--- config.mk ---
export PLATFORM = sky130hd
export DESIGN_NAME = mem_ctrl
export DESIGN_NICKNAME = d
export VERILOG_FILES = /design/src/rtl/mem_ctrl_pkg.sv /design/src/rtl/mem_ctrl.sv
export SDC_FILE = /design/constraint.sdc
export NUM_CORES = 1
export LEC_CHECK = 0
export ABC_CLOCK_PERIOD_IN_PS = 7300
export CAP_MARGIN = 20
export CORE_MARGIN = 2
export CORE_UTILIZATION = 52
export DETAILED_ROUTE_END_ITERATION = 7
export MAX_ROUTING_LAYER = met4
export PLACE_DENSITY_LB_ADDON = 0.3
export SLEW_MARGIN = 0
export SYNTH_ARGS = -nofsm -noshare
export SYNTH_HDL_FRONTEND = slang
export SYNTH_SLANG_ARGS = --single-unit
--- constraint.sdc ---
create_clock -name clk -period 7.3 [get_ports clk]
set_input_delay 1.46 -clock clk [delete_from_list [all_inputs] [get_ports clk]]
set_output_delay 1.46 -clock clk [all_outputs]
set_load 0.01 [all_outputs]
--- src/rtl/mem_ctrl_pkg.sv ---
// Shared constants for the memory controller: request lengths, IO addresses,
// FSM state encoding and bus widths.
`timescale 1ns/1ps
package mem_ctrl_pkg;

   localparam int ADDR_W  = 32;
   localparam int DATA_W  = 32;

   localparam logic [1:0] REQUIRE8  = 2'd0;
   localparam logic [1:0] REQUIRE16 = 2'd1;
   localparam logic [1:0] REQUIRE32 = 2'd2;

   localparam logic [ADDR_W-1:0] IO_ADDR_0 = 32'h0003_0000;
   localparam logic [ADDR_W-1:0] IO_ADDR_1 = 32'h0003_0004;

   typedef enum logic [2:0] {
      IDLE     = 3'd0,
      IF_READ  = 3'd1,
      LS_READ  = 3'd2,
      LS_WRITE = 3'd3,
      DONE     = 3'd4
   } state_t;

   function automatic logic [2:0] req_bytes(input logic [1:0] len);
      case (len)
         REQUIRE8:  return 3'd1;
         REQUIRE16: return 3'd2;
         default:   return 3'd4;
      endcase
   endfunction

   function automatic logic is_io(input logic [ADDR_W-1:0] addr);
      return (addr == IO_ADDR_0) || (addr == IO_ADDR_1);
   endfunction

endpackage

--- src/rtl/mem_ctrl.sv ---
// Serializes LSB and fetch requests onto the 8-bit RAM/IO bus one byte per
// cycle and returns assembled little-endian data with one-cycle success pulses.
`timescale 1ns/1ps
module mem_ctrl
   import mem_ctrl_pkg::*;
(
   input  logic              clk,
   input  logic              rst,
   input  logic              rdy,
   input  logic              jump_wrong,
   input  logic              io_buffer_full,
   input  logic              lsb_read_signal,
   input  logic              lsb_write_signal,
   input  logic [1:0]        requiring_length,
   input  logic [ADDR_W-1:0] to_mem_addr,
   input  logic [DATA_W-1:0] to_mem_data,
   output logic              mem_load_success,
   output logic              mem_store_success,
   output logic [DATA_W-1:0] from_mem_data,
   input  logic              if_read_signal,
   input  logic [ADDR_W-1:0] if_addr,
   output logic              if_success,
   output logic [DATA_W-1:0] if_instr,
   input  logic [7:0]        mem_din,
   output logic [7:0]        mem_dout,
   output logic [ADDR_W-1:0] mem_a,
   output logic              mem_wr
);

   state_t            state_q, state_d;
   logic [2:0]        k_q, k_d;
   logic [2:0]        n_q, n_d;
   logic [ADDR_W-1:0] addr_q, addr_d;
   logic [DATA_W-1:0] data_q, data_d;
   logic [DATA_W-1:0] captured;
   logic [DATA_W-1:0] from_d, instr_d;
   logic              suppress_q, suppress_d;
   logic              load_d, store_d, if_d;

   // Byte k-1 of the assembly register receives the RAM byte addressed last cycle.
   always_comb begin
      captured = data_q;
      case (k_q)
         3'd1:    captured[7:0]   = mem_din;
         3'd2:    captured[15:8]  = mem_din;
         3'd3:    captured[23:16] = mem_din;
         3'd4:    captured[31:24] = mem_din;
         default: captured        = data_q;
      endcase
   end

   always_comb begin
      // NOTE: every variable gets a default first so no path can infer a latch.
      state_d    = state_q;
      k_d        = k_q;
      n_d        = n_q;
      addr_d     = addr_q;
      data_d     = data_q;
      suppress_d = suppress_q;
      load_d     = 1'b0;
      store_d    = 1'b0;
      if_d       = 1'b0;
      from_d     = from_mem_data;
      instr_d    = if_instr;

      case (state_q)
         IDLE: begin
            if (!jump_wrong) begin
               if (lsb_write_signal) begin
                  if (!(io_buffer_full && is_io(to_mem_addr))) begin
                     state_d    = LS_WRITE;
                     addr_d     = to_mem_addr;
                     n_d        = req_bytes(requiring_length);
                     data_d     = to_mem_data;
                     k_d        = 3'd0;
                     suppress_d = 1'b0;
                  end
               end else if (lsb_read_signal) begin
                  state_d = LS_READ;
                  addr_d  = to_mem_addr;
                  n_d     = req_bytes(requiring_length);
                  data_d  = '0;
                  k_d     = 3'd0;
               end else if (if_read_signal) begin
                  state_d = IF_READ;
                  addr_d  = if_addr;
                  n_d     = 3'd4;
                  data_d  = '0;
                  k_d     = 3'd0;
               end
            end
         end

         // A flushed store still drains every byte; only its success pulse is dropped.
         LS_WRITE: begin
            k_d = k_q + 3'd1;
            if (jump_wrong) suppress_d = 1'b1;
            if (k_q == n_q - 3'd1) begin
               state_d = DONE;
               k_d     = 3'd0;
               store_d = !(suppress_q || jump_wrong);
            end
         end

         IF_READ, LS_READ: begin
            if (jump_wrong) begin
               state_d = IDLE;
               k_d     = 3'd0;
            end else begin
               data_d = captured;
               if (k_q == n_q) begin
                  state_d = DONE;
                  k_d     = 3'd0;
                  if (state_q == IF_READ) begin
                     if_d    = 1'b1;
                     instr_d = captured;
                  end else begin
                     load_d = 1'b1;
                     from_d = captured;
                  end
               end else begin
                  k_d = k_q + 3'd1;
               end
            end
         end

         DONE:    state_d = IDLE;
         default: state_d = IDLE;
      endcase
   end

   always_comb begin
      mem_a    = '0;
      mem_dout = 8'h00;
      mem_wr   = 1'b0;
      if (state_q == LS_WRITE) begin
         mem_a  = addr_q + ADDR_W'(k_q);
         mem_wr = rdy;
         case (k_q[1:0])
            2'd0: mem_dout = data_q[7:0];
            2'd1: mem_dout = data_q[15:8];
            2'd2: mem_dout = data_q[23:16];
            2'd3: mem_dout = data_q[31:24];
         endcase
      end else if ((state_q == IF_READ || state_q == LS_READ) && k_q < n_q) begin
         mem_a = addr_q + ADDR_W'(k_q);
      end
   end

   // NOTE: sequential state uses non-blocking assignments only.
   always_ff @(posedge clk) begin
      if (rst) begin
         state_q           <= IDLE;
         k_q               <= 3'd0;
         n_q               <= 3'd0;
         addr_q            <= '0;
         data_q            <= '0;
         suppress_q        <= 1'b0;
         mem_load_success  <= 1'b0;
         mem_store_success <= 1'b0;
         if_success        <= 1'b0;
         from_mem_data     <= '0;
         if_instr          <= '0;
      end else if (rdy) begin
         state_q           <= state_d;
         k_q               <= k_d;
         n_q               <= n_d;
         addr_q            <= addr_d;
         data_q            <= data_d;
         suppress_q        <= suppress_d;
         mem_load_success  <= load_d;
         mem_store_success <= store_d;
         if_success        <= if_d;
         from_mem_data     <= from_d;
         if_instr          <= instr_d;
      end
   end

endmodule

==> results.md <==
- Worst vdd ir: about 0.16 mV
- Synth async-reset ratio: 0
- Final Hold Viols: 0
- Core Rows: 44
- Worst hold slack: between 0.4 and 0.5 ns
- Clock slew at reported path FFs: 0.06 ns
- Routing usage on met1: 0.377
- Via-to-Cell Ratio: roughly 6
- Netlist Area Pre-Place: approximately 7700 µm²
- Arr. time, crit path: between 3 and 4 ns
- Total GRT Usage: 0.302
- Met2 Track Usage GR: 0.481
- CP required: 5.84 ns
- Delay-heaviest family, CP: compound AO/OA/AOI/OAI gates
- Vias in the first global route: about 7,200
- Clk_lat worst skew: around 0.43 ns
- Antenna viol nets, final: 0
- GPL Wtd Cong: 0.937
- Pre-CTS WS: 2.80 ns
- Total of max-cap violations: 0
- Clock sinks: 141
- Register area share after synthesis: 0.368
- Die Span X: ~130 µm
- Min Tclk post-route: ~4.9 ns
- CTS Buffer Depth: 2
- GR Util met3: 0.0586
- Count of flip-flops with a built-in enable after synthesis: 0
- Total Wirelength: ~24 mm
- Type of the worst setup path: reg2out
- Die ar.: about 16,000 µm²
- Gr ovfl total: 0
- WHS Path Cells: 2
- Fin cells: between 1,000 and 1,500
- Initial antenna violation count: 1
- Post-Route Utilization: 0.725
- GR peak layer: met2
- Initial DRC count: approximately 790
- Min-Delay Path Class: reg2reg
- IO Count: about 220
- Drt drc: 0
- Largest area contributor in the netlist: dfxtp_1
- Relative slew margins: 0.222
- CTS tree: yes
- Mapped Nets: between 1,000 and 1,500
- Max Fanout on Critical Path: 12
- TritonCTS Buffers: 17
- Global-route wire length before repair: roughly 37 mm
- Final worst path period share: 0.675
- Leak: 0.00333 µW
- Via count: slightly below 8,000
- Critical-path top delay cell: a21oi_1
- Largest net degree at the start of global routing: ~100
- WL per Instance: between 15 and 20 µm
- Post-synthesis cell count: 922
- Crit-path cells: ha_1 > a21o_1 > a21oi_1 > nor4_2 > a21o_1 > a21oi_1 > clkdlybuf4s50_1
- Final setup violation count: 0
- TNS Setup: 0 ns
- Core area: ~14,000 µm²
- TritonRoute pass-1 iters: 7
- Mapped Avg Cell Area: ~8.3 µm²
- Hold-fix buffers, CTS: 0
- Max Slew Vio Count: 0
- Synth warn: 0
- R2r worst-path depth: 6
- Layout cells sized above 1: 0.0857
- Synth top cells by count: dfxtp_1, nor2_1, a211oi_1
- Final Net Count: 1,213
- Critical Path Stages: 7
- Crit-path max cell delay: around 0.91 ns
- Final setup margin: approximately 2.4 ns
- H-Tree Depth: 4
- Max Clock Freq: 203 MHz
- Slew at the pin with the worst max-slew slack: approximately 1.2 ns
- Synth-to-layout area growth: 36.7%
- Area fraction of the dominant cell type after synthesis: 0.368
- Status: completed
- Top post-synthesis cells by area: dfxtp_1, a211oi_1, nor2_1
- Count leader, synth: dfxtp_1
- Hpwl dp: between 15 and 20 mm
- RSZ-0062 raised after global routing: false
- CP startpoint kind: register
- Cell area power density: 210 nW/µm²
- CTS-repair resized insts: 0
- Crit. End Element: output port
- Bufs and invs on worst path: 1
- Number of distinct library cells after synthesis: 58
- Clock skew: approximately 0.0097 ns
- Top FF cell, synth: dfxtp_1
- Starting density of the core: 0.530
- Die height: around 130 µm
- Placed insts: approximately 1,200
- Port-buffer cells: ~220
- Post-CTS Setup Repair Bufs: 0
- Clock Tree Root: clkbuf_16
- Register bit count reported by yosys: 141
metrics by stage:
stage	area, µm²	power (µW)
after floorplan	7680	1140
after global placement	9830	1300
after detailed placement	9830	1310
after CTS	10400	2200
after global routing	10500	2290
final	10500	2200
layer usage:
metal  up-vias  share of wire  wire [µm]
met1      3609           0.42       9990
met3        57          0.077       1850
met4         0          0.031        743
met2       388           0.47      11300
li1       3735              -          -
met5         -              0          0
where the power goes:
group          switching, µW  internal, µW
clock network            331           569
registers               54.8           825
logic                    220           205
total                    605          1600
sequential cells by signal (all words and copies together), names as in the netlist:
name               count
mem_store_success      1
state_q                3
k_q                    3
if_instr              32
suppress_q             1
from_mem_data         32
data_q                32
if_success             1
mem_load_success       1
n_q                    3
addr_q                32
worst reg2reg max path: stages (launching register included):
cell	delay [ns]
dfxtp_1	0.41
inv_1	0.15
ha_1	0.36
nor2b_1	0.89
mux2i_1	0.39
mux2_2	0.37
a211oi_1	0.25
cell type report:
type / instances / area [µm²]
antenna: 1 / 2.50
inverter: 15 / 56.3
timing repair buffer: 236 / 2350
clock buffer: 20 / 437
sequential: 141 / 2820
tap: 184 / 230
multi-input combinational: 674 / 4430
clock inverter: 11 / 169
fill: 1123 / 3980
placed cells by master (no fill, tap or decap), drive strengths merged, types with 4 or more instances in the layout:
cell	Yosys	routed
ha	13	13
bufinv	0	4
nand2	78	78
xor2	4	4
clkinv	0	6
o21ai	41	41
mux2i	34	34
and3	4	4
a21o	5	5
buf	36	17
nand3	9	9
and4	7	7
xnor2	24	24
a21oi	58	58
nor2	123	123
nor3	11	11
a31oi	34	34
mux2	31	31
inv	15	15
clkbuf	56	20
a222oi	8	8
dfxtp	141	141
a311oi	32	32
clkdlybuf4s50	0	219
a211oi	97	97
nor4	15	15
nand4	8	8
path summary, 6_finish.rpt:
check | startpoint | endpoint | slack (ns)
hold / removal | n_q[1] | n_q[1] | 0.49
hold reg to reg | n_q[1] | n_q[1] | 0.49
setup reg to reg | k_q[1] | data_q[0] | 4.38
setup / recovery | k_q[1] | mem_a[27] | 2.38
logic make-up (layout without fill, tap and decap cells):
family | Yosys count | count (layout) | share of synthesized area
buffers and inverters | 107 | 282 | 0.0580
other | 0 | 1 | 0
flip-flops | 141 | 141 | 0.368
AND/OR/NAND/NOR | 282 | 282 | 0.174
adder cells (fa/ha/maj) | 14 | 14 | 0.0238
multiplexers | 65 | 65 | 0.0898
XOR/XNOR | 29 | 29 | 0.0350
AO/OA/AOI/OAI | 284 | 284 | 0.252
(Power assumes the default switching activity.)
